==> src/rtl/mult_bcd_conv.sv <==
// mult_bcd_conv: sequential binary-to-BCD converter (shift-add-3), one bit per clock.
// Takes the W-bit product from the multiplier and produces D packed BCD digits
// for the 7-segment stage, using a start/busy/done handshake.
// Optional build macro BCD_SIGNED_EN: bin_in is treated as two's complement, the
// magnitude is converted and the sign is reported on the extra output 'neg'.
module mult_bcd_conv #(
   parameter int unsigned W = 8,
   parameter int unsigned D = 3
) (
   input  logic           clk,
   input  logic           rst_n,
   input  logic           start,
   input  logic [W-1:0]   bin_in,
   output logic           busy,
   output logic           done,
   output logic [4*D-1:0] bcd_out,
   output logic           overflow
`ifdef BCD_SIGNED_EN
   ,
   output logic           neg
`endif
);

   localparam int unsigned BW = 4 * D;
   localparam int unsigned CW = $clog2(W + 1);

   typedef enum logic [1:0] {S_IDLE, S_SHIFT, S_DONE} state_t;

   state_t           state, state_nxt;
   logic [BW+W-1:0]  sr;
   logic [CW-1:0]    cnt;
   logic             ovf;
   logic [W-1:0]     load_val;
   logic [BW-1:0]    adj;
   logic [BW+W-1:0]  sr_shl;
   logic             last;

`ifdef BCD_SIGNED_EN
   logic             neg_cap;

   // Magnitude of the two's complement input; -2^(W-1) maps to 2^(W-1), which
   // still fits in W unsigned bits.
   always_comb begin
      load_val = bin_in;
      if (bin_in[W-1])
         load_val = (~bin_in) + W'(1);
   end
`else
   assign load_val = bin_in;
`endif

   assign last = (cnt == CW'(1));

   // Add-3 correction of every digit >= 5, then shift the whole register left.
   always_comb begin
      adj = sr[BW+W-1:W];
      for (int unsigned i = 0; i < D; i++) begin
         if (adj[4*i +: 4] >= 4'd5)
            adj[4*i +: 4] = adj[4*i +: 4] + 4'd3;
      end
      sr_shl = {adj[BW-2:0], sr[W-1:0], 1'b0};
   end

   // State register.
   always_ff @(posedge clk or negedge rst_n) begin
      if (!rst_n)
         state <= S_IDLE;
      else
         state <= state_nxt;
   end

   // Next-state logic and handshake outputs decoded from the state.
   always_comb begin
      state_nxt = state;
      busy      = 1'b0;
      done      = 1'b0;
      case (state)
         S_IDLE: begin
            if (start)
               state_nxt = S_SHIFT;
         end
         S_SHIFT: begin
            busy = 1'b1;
            if (last)
               state_nxt = S_DONE;
         end
         S_DONE: begin
            done      = 1'b1;
            state_nxt = S_IDLE;
         end
         default: state_nxt = S_IDLE;
      endcase
   end

   // Datapath: capture on accept, shift while converting, publish on the last shift.
   // Any 1 leaving the top digit means the value has reached 10^D.
   always_ff @(posedge clk or negedge rst_n) begin
      if (!rst_n) begin
         sr       <= '0;
         cnt      <= '0;
         ovf      <= 1'b0;
         bcd_out  <= '0;
         overflow <= 1'b0;
`ifdef BCD_SIGNED_EN
         neg_cap  <= 1'b0;
         neg      <= 1'b0;
`endif
      end else begin
         case (state)
            S_IDLE: begin
               if (start) begin
                  sr      <= (BW+W)'(load_val);
                  cnt     <= CW'(W);
                  ovf     <= 1'b0;
`ifdef BCD_SIGNED_EN
                  neg_cap <= bin_in[W-1];
`endif
               end
            end
            S_SHIFT: begin
               sr  <= sr_shl;
               cnt <= cnt - CW'(1);
               ovf <= ovf | adj[BW-1];
               if (last) begin
                  bcd_out  <= sr_shl[BW+W-1:W];
                  overflow <= ovf | adj[BW-1];
`ifdef BCD_SIGNED_EN
                  neg      <= neg_cap;
`endif
               end
            end
            default: ;
         endcase
      end
   end

endmodule
==> config.mk <==
export PLATFORM = sky130hd
export DESIGN_NAME = mult_bcd_conv
export DESIGN_NICKNAME = d
export VERILOG_FILES = /design/src/rtl/mult_bcd_conv.sv
export SDC_FILE = /design/constraint.sdc
export NUM_CORES = 1
export LEC_CHECK = 0
export BUFFER_PORTS_ARGS = -buffer_cell sky130_fd_sc_hd__buf_4
export CORE_MARGIN = 2
export CORE_UTILIZATION = 45
export CTS_CLUSTER_SIZE = 25
export DETAILED_ROUTE_END_ITERATION = 10
export GPL_ROUTABILITY_DRIVEN = 1
export PLACE_DENSITY_LB_ADDON = 0.05
export SLEW_MARGIN = 20
export SYNTH_ARGS = -nofsm -noshare
export SYNTH_HDL_FRONTEND = slang
export SYNTH_SLANG_ARGS = --single-unit
==> constraint.sdc <==
create_clock -name clk -period 1.44 [get_ports clk]
set_input_delay 0.144 -clock clk [delete_from_list [all_inputs] [get_ports clk]]
set_output_delay 0.144 -clock clk [all_outputs]
set_load 0.03 [all_outputs]
* Word level (Yosys, flattened, before mapping) *
Cells that the tools add are included.

storage, ports and cells
  input bits = 11
  register bits after elaboration = 40
  logic and storage cells = 38

cells by class
  bitwise logic cells = 1
  mux-type cells = 14
  reductions and logical operators = 5
  add/sub/neg operators = 4
  order comparisons = 3
  eq/ne operators = 5

operators with widths
  kind                                                                                 count
  20-bit one-hot mux with 2 select lines                                               1
  20-bit 2-to-1 mux                                                                    1
  4-bit 2-to-1 mux                                                                     4
  4-bit by 2-bit adder with 4-bit output, second input constant                        3
  4-bit by 3-bit greater-or-equal comparator with 1-bit output, second input constant  3
  4-bit one-hot mux with 2 select lines                                                1
  2-bit AND reduction                                                                  3
  4-bit by 1-bit == test with 1-bit output, second input constant                      1
  2-bit 2-to-1 mux                                                                     2
  2-bit != test, second input constant                                                 2
  2-bit one-hot mux with 2 select lines                                                1
  4-bit by 1-bit subtractor with 4-bit output, second input constant                   1
  1-bit 2-to-1 mux                                                                     3
  2-bit by 1-bit == test with 1-bit output, second input constant                      1
  2-bit == test, second input constant                                                 1
  2-bit logical NOT                                                                    1
  1-bit one-hot mux with 2 select lines                                                1
  2-bit nonzero test                                                                   1
  1-bit OR                                                                             1

* Logic depth before layout (Yosys ltp) *
  word-level depth = 4
  gate-level depth with buffers = 7

* Worst setup path before layout *
No wires, ideal clock.

  path type = reg2reg
  start = reg sr[16]
  end = reg bcd_out[10]
  data arrival time = 1.411 ns
  cell stages (with the launch flop) = 7
  required time = 1.357 ns
  buffers on the path = 0
  setup slack = -0.053 ns
  cell sequence = dfrtp_1 > inv_1 > ha_1 > nand2b_1 > a21oi_1 > mux2_2 > o21ai_0

between the ends
  cells in the longest elaborated chain, start to end = 2

RTL lines
  element                                                                                                                 RTL line  text
  from (decl)                                                                                                             30        logic [BW+W-1:0] sr;
  from (signal assigned)                                                                                                  112       sr <= (BW+W)'(load_val);
  from (signal assigned)                                                                                                  121       sr <= sr_shl;
  4-bit by 2-bit adder with 4-bit output or 4-bit by 3-bit greater-or-equal comparator with 1-bit output (tied branches)  59, 58
  4-bit 2-to-1 mux *                                                                                                      58        if (adj[4*i +: 4] >= 4'd5)
  to (signal assigned)                                                                                                    125       bcd_out <= sr_shl[BW+W-1:W];
  to (decl)                                                                                                               16        output logic [4*D-1:0] bcd_out,

Every way passes the cells marked *; elsewhere a longest branch is shown, timed or not.
A chain may end at the register's enable or synchronous reset.

* Worst setup path after layout *
  start = reg cnt[1]
  end = reg bcd_out[5]

between the ends
  cells in the longest elaborated chain, start to end = 2

RTL lines
  element                                   RTL line  text
  from (decl)                               31        logic [CW-1:0] cnt;
  from (signal assigned)                    113       cnt <= CW'(W);
  from (signal assigned)                    122       cnt <= cnt - CW'(1);
  4-bit by 1-bit == test with 1-bit output  52        assign last = (cnt == CW'(1));
  2-bit AND reduction (no line)             -

No other way between the ends.

==> metrics.log <==
[metrics] synthesis-stage register bit count: 40
[metrics] worst path cell trace: inv_2 > ha_4 > nor3b_4 > nand2_4 > buf_12 > nand2_1 > o21ai_1
[metrics] cell at the slowest stage of the critical path: dfrtp_1
[metrics] WL per Instance: 14.19 µm
[metrics] number of hold-slack violations in the final timing report: 0
[metrics] achievable clock frequency: 697.3 MHz
[metrics] clock-pin slew reported for the worst setup and hold paths after clock tree synthesis: 0.08 ns
[metrics] global-route usage over all layers: 18.63%
[metrics] area growth from synthesis to layout: 38.13%
[metrics] source-to-sink clock delay at the later pin of the worst-skew pair: 0.29 ns
[metrics] main area contributors after synthesis: dfrtp_1, o21ai_0, nand2_1
[metrics] kind of start point of the critical path: flip-flop
[metrics] Peak VDD IR: 1.048 mV
[metrics] number of diodes added for antenna fixing: 0
[metrics] Crit Path Class: flip-flop to flip-flop
[metrics] yosys synthesis warning count: 0
[metrics] area of the core: 0.004294 mm²
[metrics] Req. time, crit path: 1.62 ns
[metrics] Mean Syn Cell Area: 9.779 µm²
[metrics] number of levels in the clock H-tree: 2
[metrics] via count of the first global-routing pass: 1543
[metrics] Final setup viols: 0
[metrics] final weighted congestion in routability-driven placement: 0.7413
[metrics] Cells after Synth: 201
[metrics] total number of vias: 1584
[metrics] wire length of the first global-routing pass: 7189 µm
[metrics] number of clock sinks seen by CTS: 40
[metrics] net count after synthesis: 220
[metrics] Vias per Instance: 5.160
[metrics] share of cells above drive strength 1: 41.96%
[metrics] initial antenna violation count: 0
[metrics] post-detailed-routing wire length: 4355 µm
[metrics] IO Pins: 26
[metrics] largest driver fanout on the critical path: 5
[metrics] leakage power figure: 1.206 nW
[metrics] Final Slew Violations: 0
[metrics] aggregate global routing overflow: 0
[metrics] Bufs on Longest Clock Path: 2
[metrics] HPWL reported at the end of detailed placement: 2806 µm
[metrics] maximum number of pins on one net before global-route repair: 41
[metrics] iteration count of the initial detailed-routing pass: 4
[metrics] Worst Path Arrival: 1.61 ns
[metrics] die area: 0.004913 mm²
[metrics] Detail Route Antenna Nets: 0
[metrics] port bufs: 25
[metrics] share of Yosys cell area claimed by the top area cell type: 50.92%
[metrics] Netlist cell types: 31
[metrics] number of cells in the finished layout apart from fillers: 307
[metrics] # DRC: 0
[metrics] relative max-transition margin: 67.10%
[metrics] sequential element share of the synthesized area: 50.92%
[metrics] net count reported at finish: 274
[metrics] RSZ-0062 raised after global routing: true
[metrics] Chip Width: 70.09 µm
[metrics] kind of cell adding the most delay to the critical path: simple AND/OR/NAND/NOR gates
[metrics] TritonCTS clock tree: built
[metrics] power density cells: 2363 mW/mm²
[metrics] Starting Density: 45.78%
[metrics] number of fill cells: 337
[metrics] max cap viols: 0
[metrics] largest area contributor in the synthesized netlist: dfrtp_1
[metrics] largest clock skew in the final design: 0.007910 ns
[metrics] area of the mapped netlist: 0.001966 mm²
[metrics] clock period minus worst slack: 1.434 ns
[metrics] placed cells: 291
[metrics] vertical extent of the die: 70.09 µm
[metrics] longest individual stage delay on the worst path: 0.39 ns
[metrics] total CTS buffers: 5
[metrics] CTS root buf: clkbuf_8
[metrics] category of the worst setup path capture point: flip-flop
[metrics] count of standard-cell rows: 24
[metrics] initial DRC count: 89
[metrics] final hold slack: 0.2759 ns
[metrics] number of buffer and inverter stages on the critical path: 2
[metrics] Hold Crit Class: input port to flip-flop
[metrics] ratio of final minimum period to clock period: 99.59%
[metrics] Register-to-Register Setup Slack: 0.006 ns
[metrics] status: complete, no violations
[metrics] slew at the pin closest to its max-slew limit: 0.4935 ns
==> flip-flops by register name, summed over array words and instances (netlist names) <==
register,count
state,2
overflow,1
sr,20
ovf,1
bcd_out,12
cnt,4
==> placed cells by master (no fill, tap or decap), types with 5 or more instances in the layout <==
master and count:
nand2_1 31, nor3b_1 10, a21oi_1 13, ha_4 5
inv_2 7, o21ai_0 24, dfrtp_1 37, o21ai_1 10
nor2_1 5, buf_4 49, clkbuf_8 5, o21ai_2 6
==> synth_stat cells <==
library cell,n
nor3b_1,10
nor2_1,6
a21oi_1,16
a22o_1,1
or3b_2,3
ha_1,8
o21bai_4,1
buf_8,1
o21ai_1,1
mux2_2,3
inv_1,9
xnor2_1,3
nor3b_2,1
o21ai_0,38
nand2b_4,1
a31oi_1,3
nor3_1,4
nand2_4,1
buf_6,2
buf_2,1
buf_4,2
nand2_1,34
clkbuf_1,1
nand2b_1,3
o21ai_2,1
a2bb2oi_1,1
clkbuf_2,1
nand3b_1,1
nor2b_1,2
dfrtp_1,40
inv_6,2
==> per-stage QoR <==
| step | setup TNS (ns) | util [%] | total power [mW] | cell area, µm² | setup WS (ns) |
|---|---|---|---|---|---|
| 6_report | 0 | 63.23 | 6.416 | 2715 | 0.005903 |
| 5_1_grt | -0.3795 | 63.23 | 6.921 | 2715 | -0.07722 |
| 4_1_cts | -0.001602 | 59.73 | 6.027 | 2565 | -0.001517 |
| 3_5_place_dp | -0.4701 | 55.10 | 4.885 | 2366 | -0.1044 |
| 3_3_place_gp | -0.07885 | 55.10 | 4.751 | 2366 | -0.04671 |
| 2_1_floorplan | 0 | - | 3.797 | 1984 | 0.005661 |
==> cell type report <==
cell class,instances,area (µm²),area share (%)
Clock buffer,6,72.57,2.673
Multi-Input combinational cell,142,1040,38.30
Timing Repair Buffer,55,474.2,17.47
Inverter,11,53.80,1.982
Clock inverter,1,5.005,0.1843
Tap cell,52,65.06,2.396
Sequential cell,40,1005,37.00
==> cell families (layout without fill, tap and decap cells) <==
kind of cell / count (synthesis) / after routing / synth area share (%)
buffers and inverters: 19 / 73 / 5.982
multiplexers: 3 / 3 / 1.719
AND/OR/NAND/NOR: 66 / 66 / 17.70
flip-flops: 40 / 40 / 50.92
AO/OA/AOI/OAI: 62 / 62 / 17.25
XOR/XNOR: 3 / 3 / 1.337
adder cells (fa/ha/maj): 8 / 8 / 5.093
==> timing repair <==
item | CTS | global route
buffers inserted | 4 | 3
pin swaps | 7 | 10
cloned | 0 | 1
endpoints found under the hold margin | 40 | 0
resized for setup | 25 | 33
setup endpoints to repair | 10 | 23
hold buffers | 1 | 0
==> worst min-delay path: stages <==
cell and delay (ns):
buf_4 0.11, nand2_1 0.04, nor2_1 0.03, a21oi_1 0.09
o21ai_0 0.09
==> metal layers <==
layer,track usage [%],up-vias,wire length [µm],part of all wire [%]
met5,0,-,0,0
met4,5.128,0,59,1.4
met3,5.339,6,137,3.1
met2,31.22,24,2208,51
met1,23.58,759,1949,45
li1,-,795,-,-
==> final timing paths <==
check,startpoint,cells after the start,end
hold reg to reg,bcd_out[10],2,bcd_out[10]
max in group asynchronous,rst_n,2,state[0]
hold / removal,bin_in[0],5,sr[0]
min in group asynchronous,rst_n,2,bcd_out[3]
setup reg to reg,cnt[1],7,bcd_out[5]
setup / recovery,cnt[1],7,bcd_out[5]
==> power by group <==
group          internal, mW  switching (mW)  total (mW)  leakage, nW
logic                  1.82            1.82        3.64        0.666
clock network         0.330           0.368       0.698       0.0410
registers              1.62           0.457        2.07        0.499
Power figures use the tool's default switching activity.
